===== src/rtl/sdu_ping_ctrl_if.sv =====
// Control/status bundle between the PC-side sequencing logic (master) and the
// ping controller (slave) that gates the SDUltrasound TX replay stage.
interface sdu_ping_ctrl_if #(
  parameter int LEN_W = 16,
  parameter int GAP_W = 32,
  parameter int IDX_W = 16
);
  logic             start;
  logic             abort;
  logic [LEN_W-1:0] cfg_tx_len;
  logic [LEN_W-1:0] cfg_rx_len;
  logic [GAP_W-1:0] cfg_gap;
  logic [IDX_W-1:0] cfg_num_pings;
  logic             tx_en;
  logic             rx_en;
  logic             busy;
  logic             ping_start_strobe;
  logic             seq_done_strobe;
  logic [IDX_W-1:0] ping_idx;

  modport master (
    output start, abort, cfg_tx_len, cfg_rx_len, cfg_gap, cfg_num_pings,
    input  tx_en, rx_en, busy, ping_start_strobe, seq_done_strobe, ping_idx
  );

  modport slave (
    input  start, abort, cfg_tx_len, cfg_rx_len, cfg_gap, cfg_num_pings,
    output tx_en, rx_en, busy, ping_start_strobe, seq_done_strobe, ping_idx
  );
endinterface


===== src/rtl/sdu_ping_ctrl.sv =====
// Ping sequencer: TX burst, RX listen window, inter-ping gap, repeated N times.
// Define SDU_PING_EXT_TRIG_EN to hold every TX phase until an ext_trig rising edge.
module sdu_ping_ctrl #(
  parameter int LEN_W = 16,
  parameter int GAP_W = 32,
  parameter int IDX_W = 16
) (
  input  logic clk,
  input  logic reset,
`ifdef SDU_PING_EXT_TRIG_EN
  input  logic ext_trig,
`endif
  sdu_ping_ctrl_if.slave bus
);

  typedef enum logic [2:0] {S_IDLE, S_TX, S_RX, S_GAP, S_DONE, S_ARM} state_t;

  state_t           state, state_n, ping_end;
  logic [LEN_W-1:0] tx_len_q, rx_len_q, len_cnt, len_cnt_n;
  logic [GAP_W-1:0] gap_q, gap_cnt, gap_cnt_n, gap_load;
  logic [IDX_W-1:0] num_q, idx, idx_n, idx_inc;
  logic             latch, last_ping;

`ifdef SDU_PING_EXT_TRIG_EN
  // [0],[1] synchronise; [2] is the previous synchronised value for edge detect
  logic [2:0] trig_sync;
  logic       trig_edge;

  always_ff @(posedge clk) begin
    if (reset) trig_sync <= '0;
    else       trig_sync <= {trig_sync[1:0], ext_trig};
  end

  assign trig_edge = trig_sync[1] & ~trig_sync[2];
  localparam state_t PING_ENTRY = S_ARM;
`else
  localparam state_t PING_ENTRY = S_TX;
`endif

  assign idx_inc   = idx + IDX_W'(1);
  assign last_ping = (num_q != '0) && (idx_inc == num_q);
  assign ping_end  = last_ping ? S_DONE : S_GAP;
  // a zero gap still costs one idle cycle so the replay address restarts
  assign gap_load  = (gap_q == '0) ? '0 : gap_q - GAP_W'(1);

  always_ff @(posedge clk) begin
    if (reset) state <= S_IDLE;
    else       state <= state_n;
  end

  always_comb begin
    state_n   = state;
    len_cnt_n = len_cnt;
    gap_cnt_n = gap_cnt;
    idx_n     = idx;
    latch     = 1'b0;
    case (state)
      S_IDLE: begin
        if (bus.start && bus.cfg_tx_len != '0) begin
          latch     = 1'b1;
          idx_n     = '0;
          len_cnt_n = bus.cfg_tx_len - LEN_W'(1);
          state_n   = PING_ENTRY;
        end
      end
      S_TX: begin
        if (len_cnt != '0) begin
          len_cnt_n = len_cnt - LEN_W'(1);
        end else if (rx_len_q != '0) begin
          len_cnt_n = rx_len_q - LEN_W'(1);
          state_n   = S_RX;
        end else begin
          gap_cnt_n = gap_load;
          state_n   = ping_end;
        end
      end
      S_RX: begin
        if (len_cnt != '0) begin
          len_cnt_n = len_cnt - LEN_W'(1);
        end else begin
          gap_cnt_n = gap_load;
          state_n   = ping_end;
        end
      end
      S_GAP: begin
        if (gap_cnt != '0) begin
          gap_cnt_n = gap_cnt - GAP_W'(1);
        end else begin
          idx_n     = idx_inc;
          len_cnt_n = tx_len_q - LEN_W'(1);
          state_n   = PING_ENTRY;
        end
      end
      S_DONE: state_n = S_IDLE;
`ifdef SDU_PING_EXT_TRIG_EN
      // TX counter was already loaded on entry to ARM
      S_ARM: if (trig_edge) state_n = S_TX;
`endif
      default: state_n = S_IDLE;
    endcase

    // abort wins over everything, including a start in the same cycle
    if (bus.abort) begin
      state_n   = S_IDLE;
      latch     = 1'b0;
      idx_n     = idx;
      len_cnt_n = '0;
      gap_cnt_n = '0;
    end
  end

  always_ff @(posedge clk) begin
    if (reset) begin
      len_cnt               <= '0;
      gap_cnt               <= '0;
      idx                   <= '0;
      tx_len_q              <= '0;
      rx_len_q              <= '0;
      gap_q                 <= '0;
      num_q                 <= '0;
      bus.tx_en             <= 1'b0;
      bus.rx_en             <= 1'b0;
      bus.busy              <= 1'b0;
      bus.ping_start_strobe <= 1'b0;
      bus.seq_done_strobe   <= 1'b0;
    end else begin
      len_cnt <= len_cnt_n;
      gap_cnt <= gap_cnt_n;
      idx     <= idx_n;
      if (latch) begin
        tx_len_q <= bus.cfg_tx_len;
        rx_len_q <= bus.cfg_rx_len;
        gap_q    <= bus.cfg_gap;
        num_q    <= bus.cfg_num_pings;
      end
      bus.tx_en             <= (state_n == S_TX);
      bus.rx_en             <= (state_n == S_RX);
      bus.busy              <= (state_n != S_IDLE);
      bus.ping_start_strobe <= (state_n == S_TX) && (state != S_TX);
      bus.seq_done_strobe   <= (state_n == S_DONE);
    end
  end

  assign bus.ping_idx = idx;

endmodule


===== src/flat_wrapper.sv =====
// flat-port wrapper written by rule: the top's interface ports become plain ports
module sdu_ping_ctrl_flat 
#(
  parameter int LEN_W = 16,
  parameter int GAP_W = 32,
  parameter int IDX_W = 16
)
  (clk, reset, bus_start, bus_abort, bus_cfg_tx_len, bus_cfg_rx_len, bus_cfg_gap, bus_cfg_num_pings, bus_tx_en, bus_rx_en, bus_busy, bus_ping_start_strobe, bus_seq_done_strobe, bus_ping_idx);
  sdu_ping_ctrl_if #(.LEN_W(LEN_W), .GAP_W(GAP_W), .IDX_W(IDX_W)) bus_i ();
  input  logic clk;
  input  logic reset;
  input wire logic [$bits(bus_i.start)-1:0] bus_start;
  input wire logic [$bits(bus_i.abort)-1:0] bus_abort;
  input wire logic [$bits(bus_i.cfg_tx_len)-1:0] bus_cfg_tx_len;
  input wire logic [$bits(bus_i.cfg_rx_len)-1:0] bus_cfg_rx_len;
  input wire logic [$bits(bus_i.cfg_gap)-1:0] bus_cfg_gap;
  input wire logic [$bits(bus_i.cfg_num_pings)-1:0] bus_cfg_num_pings;
  output wire logic [$bits(bus_i.tx_en)-1:0] bus_tx_en;
  output wire logic [$bits(bus_i.rx_en)-1:0] bus_rx_en;
  output wire logic [$bits(bus_i.busy)-1:0] bus_busy;
  output wire logic [$bits(bus_i.ping_start_strobe)-1:0] bus_ping_start_strobe;
  output wire logic [$bits(bus_i.seq_done_strobe)-1:0] bus_seq_done_strobe;
  output wire logic [$bits(bus_i.ping_idx)-1:0] bus_ping_idx;
  assign bus_i.start = bus_start;
  assign bus_i.abort = bus_abort;
  assign bus_i.cfg_tx_len = bus_cfg_tx_len;
  assign bus_i.cfg_rx_len = bus_cfg_rx_len;
  assign bus_i.cfg_gap = bus_cfg_gap;
  assign bus_i.cfg_num_pings = bus_cfg_num_pings;
  assign bus_tx_en = bus_i.tx_en;
  assign bus_rx_en = bus_i.rx_en;
  assign bus_busy = bus_i.busy;
  assign bus_ping_start_strobe = bus_i.ping_start_strobe;
  assign bus_seq_done_strobe = bus_i.seq_done_strobe;
  assign bus_ping_idx = bus_i.ping_idx;
  sdu_ping_ctrl #(.LEN_W(LEN_W), .GAP_W(GAP_W), .IDX_W(IDX_W)) u_core (.clk(clk), .reset(reset), .bus(bus_i));
endmodule

===== config.mk =====
export PLATFORM = sky130hd
export DESIGN_NAME = sdu_ping_ctrl_flat
export DESIGN_NICKNAME = d
export VERILOG_FILES = /design/src/rtl/sdu_ping_ctrl_if.sv /design/src/rtl/sdu_ping_ctrl.sv /design/src/flat_wrapper.sv
export SDC_FILE = /design/constraint.sdc
export NUM_CORES = 1
export LEC_CHECK = 0
export ABC_AREA = 1
export CORE_UTILIZATION = 30
export DETAILED_ROUTE_END_ITERATION = 7
export PLACE_DENSITY = 0.54
export SLEW_MARGIN = 30
export SYNTH_ARGS = -nofsm -noshare
export SYNTH_HDL_FRONTEND = slang
export SYNTH_SLANG_ARGS = --single-unit
export TNS_END_PERCENT = 20

===== constraint.sdc =====
create_clock -name clk -period 5.89 [get_ports clk]
set_clock_uncertainty 0.05 [all_clocks]
set_input_delay 1.4725 -clock clk [delete_from_list [all_inputs] [get_ports clk]]
set_output_delay 1.4725 -clock clk [all_outputs]
set_load 0.01 [all_outputs]

==> impl_metrics.toml, run 1 <==
[synth]
synth_simple_gate_area_share_pct = 31.9
syn-cell-area_sq_um = 9710
seq_area_frac_synth_pct = 31.3
yosysWarningCount = 0
synth_top_family_by_area = "simple AND/OR/NAND/NOR gates"
synth.top_cells.by_area = "dfxtp_1 (31%), nand2_1 (11%), a21oi_1 (7.9%)"
yosysUniqueCellTypes = 44
syn_inst = 1530
ys_ff_latch = 152
synth_mux_area_share_pct = 0
syn_nets = 1622
yosys.area.top_type = "dfxtp_1"
yosys.area.top_type_share_pct = 31.3
synth_area_per_cell_sq_um = 6.34
synth_xor_area_share_pct = 5.32
synth_compound_area_share_pct = 19.9
synth-adder-area-share_pct = 1.03

[drt]
ant_nets = 0
vias_per_cell = 4.97
drc = 0
wire_per_inst_microns = 14.7
vias = 10000
drtIter0Drc = 635
finalWirelength_microns = 29600
drtPass1Iterations = 5

[sta]
relSlewSlack_pct = 36.9
worstMarginPinSlew_ns = 0.946
timing.final.crit_period_ns = 3.61
tns_ns = 0
hold_violations = 0
rsz0062_at_grt = "no"
post-route-period-util_pct = 61.3
fmax_mhz = 277
report.final.slew_viol_count = 0
final-setup-viol-count = 0

[placed_design]
io_buffer_count = 104
hpwl_microns = 21800
gp_congestion = 0.859

[cells_and_area]
syn_to_final_growth_pct = 19.6
drive_above_1_share_pct = 5.51
final_common_cell = "nand2_1"
final_net_count = 1696
antennaDiodeCount = 0
post-route-util_pct = 36.6
final_cell_mix = "nand2_1 (277), inv_1 (193), nor2_1 (160), o21ai_0 (153), a21oi_1 (153)"

[clock_network]
clk_pin_slew_ns = 0.07
cts_buffers = 17
clkSinkCount = 152
clockBufferDepth = 2
cts_setup_buffers = 0
clock_latency_ns = 0.44
cts_max_level = 4
root_buffer = "clkbuf_16"
cts_resized = 0
cts_tree = "built"
cts_hold_buf = 0

[power]
p_leak_nw = 4.93
finalPower_mw = 2.73
power.density_nw_per_um2 = 236
ir_worst_vdd_mv = 0.214

[global_routing]
grt_util_met1_pct = 23.5
grt_pass1_vias = 9403
busiest_layer = "met2"
use_met3_pct = 2.87
grt_use_total_pct = 18.1
grt_antenna_before_repair = 0
grt_overflow_total = 0
grt_pass1_wl_microns = 47900
grt_max_degree = 95
grt.met2_usage_pct = 30.6

[die]
initial_core_util_pct = 30.6
die_height_microns = 182
fp.coreArea_sq_um = 31700
ios = 105
die-width_microns = 182
die-area_sq_um = 33100
rows = 65

[worst_setup_path]
setup.worst_path.end_class = "flip-flop"
crit_path_max_fanout = 33
arrival_ns = 3.86
crit_required_ns = 6.14
path_class = "reg -> reg"
crit_path_cell_trace = "inv_1 -> ha_1 -> nand4_1 -> nor2_1 -> nand2_1 -> nor2_4 -> inv_1 -> nand2_1 -> nand3_2 -> inv_2 -> o21ai_0 -> a21oi_1 -> a211oi_1"
cp-start-kind = "flip-flop"
critPathSlowestCell = "inv_2"
cp_slowest_stage_delay_ns = 0.71

[status]
status = "finished clean"

[job]
drv_cap = 0

[hold_path]
min_path_type = "reg -> reg"
metal layers:
metal / routed length, microns / vias to the layer above
li1: - / 5196
met1: 13900 / 4623
met2: 14200 / 185
met3: 1060 / 30
met4: 403 / 0
met5: 0 / -
cells by family (layout without fill, tap and decap cells):
logic type | count (synthesis) | in the layout
adders and majority gates | 8 | 8
DFF | 152 | 152
and+or+nand+nor | 691 | 691
AOI/OAI and AO/OA | 362 | 362
xor gates and xnor gates | 59 | 59
buffers and inverters | 258 | 344
state kept, by name (all words and copies together) (netlist names):
register,count
u_core.num_q,16
u_core.bus.rx_en,1
u_core.bus.busy,1
u_core.len_cnt,16
u_core.bus.ping_idx,16
u_core.gap_cnt,32
u_core.gap_q,32
u_core.rx_len_q,16
u_core.state,3
u_core.tx_len_q,16
u_core.bus.tx_en,1
u_core.bus.ping_start_strobe,1
u_core.bus.seq_done_strobe,1
cell type report:
type / instances / area, sq um
clock inverters: 8 / 73.8
clock buffers: 23 / 468
multi-input cells: 1120 / 5650
flip-flops and latches: 152 / 3040
repair buffers: 111 / 1110
inverters: 202 / 761
fillers: 3479 / 20100
well taps: 402 / 503
metrics by stage:
step	hold slack, ns	setup WS, ns	area [sq um]	std cells
4_1_cts	0.401	2.30	11600	2018
2_1_floorplan	0.374	2.87	9710	1530
3_5_place_dp	0.393	1.87	11100	1987
6_report	0.400	2.28	11600	2018
3_3_place_gp	0.384	1.87	11100	1987
5_1_grt	0.409	1.98	11600	2018
power breakdown:
group          internal, mW  total [mW]  switching (mW)
combinational         0.214       0.574           0.360
clock                 0.598        1.05           0.447
sequential             1.08        1.11          0.0370
Yosys cell counts (all sizes together):
cell type  number
xnor2          10
o211ai         10
o21bai          2
inv           200
o21a            4
o22ai           3
a22oi           2
a211oi         12
dfxtp         152
ha              8
nor3           50
nor4            9
buf            18
clkbuf         38
nand3         124
a31oi           7
a21oi         154
nand3b          5
o21ai         168
nand4          33
nor2          181
clkinv          2
nand2         283
xor2           49
or2             6
final timing paths:
kind / startpoint / to / slack, ns / cells after the start
hold reg to reg: u_core.tx_len_q[12] / u_core.tx_len_q[12] / 0.40 / 2
hold / removal: u_core.tx_len_q[12] / u_core.tx_len_q[12] / 0.40 / 2
setup reg to reg: u_core.len_cnt[0] / u_core.gap_cnt[0] / 2.28 / 13
setup / recovery: u_core.len_cnt[0] / u_core.gap_cnt[0] / 2.28 / 13
critical path: cells and delay by family (launching register included):
family / cells / cell delay [ns]
AND/OR/NAND/NOR: 6 / 1.52
buffers and inverters: 3 / 0.96
AO/OA/AOI/OAI: 3 / 0.39
flip-flops: 1 / 0.32
adder cells (fa/ha/maj): 1 / 0.21
Power figures use the tool's default switching activity.
==> run 2, diff against run 1 <==
==> constraint.sdc (replaced) <==
create_clock -name clk -period 3.8 [get_ports clk]
set_clock_uncertainty 0.05 [all_clocks]
set_input_delay 0.95 -clock clk [delete_from_list [all_inputs] [get_ports clk]]
set_output_delay 0.95 -clock clk [all_outputs]
set_load 0.01 [all_outputs]
==> run 2 against run 1 <==
  * Design area is 2.0% higher
  * Clock power is 83% higher
  * Total power is 67% higher
  * Largest cell class unchanged
  * Routed wire length is 0.86% higher
  * Sequential power is 56% higher
  * Setup slack worse by 1.8 ns
==> impl_metrics.toml, run 2 (synthesis gave the netlist of run 1 again) <==
[cells_and_area]
final_net_count = 1709
final_cell_area_sq_um = 11800
final_common_cell = "nand2_1"
finalNonFillerCells = 2031
antennaDiodeCount = 0
fill_cells = 3411
reg.largest.list = "u_core.gap_cnt: 32 flops, u_core.gap_q: 32 flops"
syn_to_final_growth_pct = 21.9
drive_above_1_share_pct = 6.32
final_cell_mix = "nand2_1 (277), inv_1 (193), nor2_1 (160), o21ai_0 (153), a21oi_1 (153)"

[power]
p_leak_nw = 5.06
finalPower_mw = 4.55
power.density_nw_per_um2 = 385
ir_worst_vdd_mv = 0.314

[sta]
hold_violations = 0
report.final.slew_viol_count = 0
timing.final.crit_period_ns = 3.35
worstMarginPinSlew_ns = 1.06
relSlewSlack_pct = 28.7
post-route-period-util_pct = 88.3
fin_ws_ns = 0.446
rsz0062_at_grt = "no"
fmax_mhz = 298
final-setup-viol-count = 0

[worst_setup_path]
path_delay_family = "simple AND/OR/NAND/NOR gates"
crit_path_max_fanout = 41
path_buf_inv = 3
cp-startpoint = "bus_cfg_tx_len[2]"
crit_path_cell_trace = "clkdlybuf4s50_1 -> nor4_1 -> nand4_1 -> nand4_1 -> buf_12 -> buf_12 -> o21ai_0 -> a21oi_1"
arrival_ns = 3.67
crit_required_ns = 4.11
setup.worst_path.end_class = "flip-flop"
reg2reg_from = "u_core.len_cnt[0]"
cp-start-kind = "input port"
cp_slowest_stage_delay_ns = 0.90
path_class = "in -> reg"
critPathSlowestCell = "nor4_1"

[clock_network]
cts_buffers = 17
clk_pin_slew_ns = 0.06
clockBufferDepth = 2
cts_resized = 0
cts_max_level = 4
cts_setup_buffers = 0
clock_latency_ns = 0.44
root_buffer = "clkbuf_16"
cts_hold_buf = 0
clkSinkCount = 152
cts_tree = "built"

[global_routing]
grt_overflow_total = 0
grt_use_total_pct = 18.5
grt_pass1_vias = 9758
grt_antenna_before_repair = 0
grt_pass1_wl_microns = 49000
grt_max_degree = 67

[drt]
ant_nets = 0
drtPass1Iterations = 5
drtIter0Drc = 633
wire_per_inst_microns = 14.7
vias = 10100
vias_per_cell = 4.97
drc = 0
finalWirelength_microns = 29800

[die]
rows = 65
ios = 105
die_height_microns = 182
fp.coreArea_sq_um = 31700
die-width_microns = 182
die-area_sq_um = 33100
initial_core_util_pct = 30.6

[placed_design]
post-place-ws_ns = -0.0118
gp_congestion = 0.850
io_buffer_count = 104
place_inst = 2000
hpwl_microns = 22400
placed_cell_area_sq_um = 11200

[job]
drv_cap = 0

[hold_path]
worstHoldStart = "u_core.tx_len_q[12]"
min_path_type = "reg -> reg"

[status]
status = "finished clean"
[run 2: cell count changes in the layout (fill, tap and decap cells not counted), moves of 2 or more]
cell,delta
buf_12,+2
buf_4,+11
bufinv_16,+4
clkinv_2,-2
[run 2: tightest hold or removal path: cells and delay by family (launching register included)]
kind            cells  cell delay (ns)
flops               1             0.31
compound gates      1             0.05
buf+inv             1             0.05
[run 2: path summary, 6_finish.rpt]
kind / depth (start not counted) / to / slack (ns)
min: 2 / u_core.tx_len_q[12] / 0.40
min reg2reg: 2 / u_core.tx_len_q[12] / 0.40
max: 8 / u_core.gap_q[2] / 0.45
max reg2reg: 13 / u_core.gap_cnt[0] / 0.97
[run 2: final cells by class]
class	instances	area (sq um)	area share (%)
Clock buffer	23	478	4.04
Multi-Input combinational cell	1120	5650	47.8
Inverter	202	761	6.43
Sequential cell	152	3040	25.7
Clock inverter	8	168	1.42
Timing Repair Buffer	124	1230	10.4
Tap cell	402	503	4.25
[run 2: through the flow]
| stage | setup TNS (ns) | hold slack (ns) | utilization, % |
|---|---|---|---|
| global route | 0 | 0.419 | 37.3 |
| finish | 0 | 0.398 | 37.3 |
| floorplan | 0 | 0.374 | - |
| detailed placement | -0.0235 | 0.391 | 35.2 |
| CTS | 0 | 0.399 | 37.3 |
| global placement | 0 | 0.384 | 35.2 |
[run 2: routing by layer]
layer / part of all wire (%) / GRT usage [%]
met1: 47 / 23.6
met2: 47 / 30.9
met3: 3.5 / 3.33
met4: 3.0 / 7.43
met5: 0 / 0
[run 2: power breakdown]
part,internal [mW],leakage [nW],total (mW),switching (mW)
clock network,1.21,0.313,1.92,0.702
registers,1.67,1.24,1.73,0.0591
logic,0.345,3.50,0.908,0.564
total,3.23,5.06,4.55,1.33
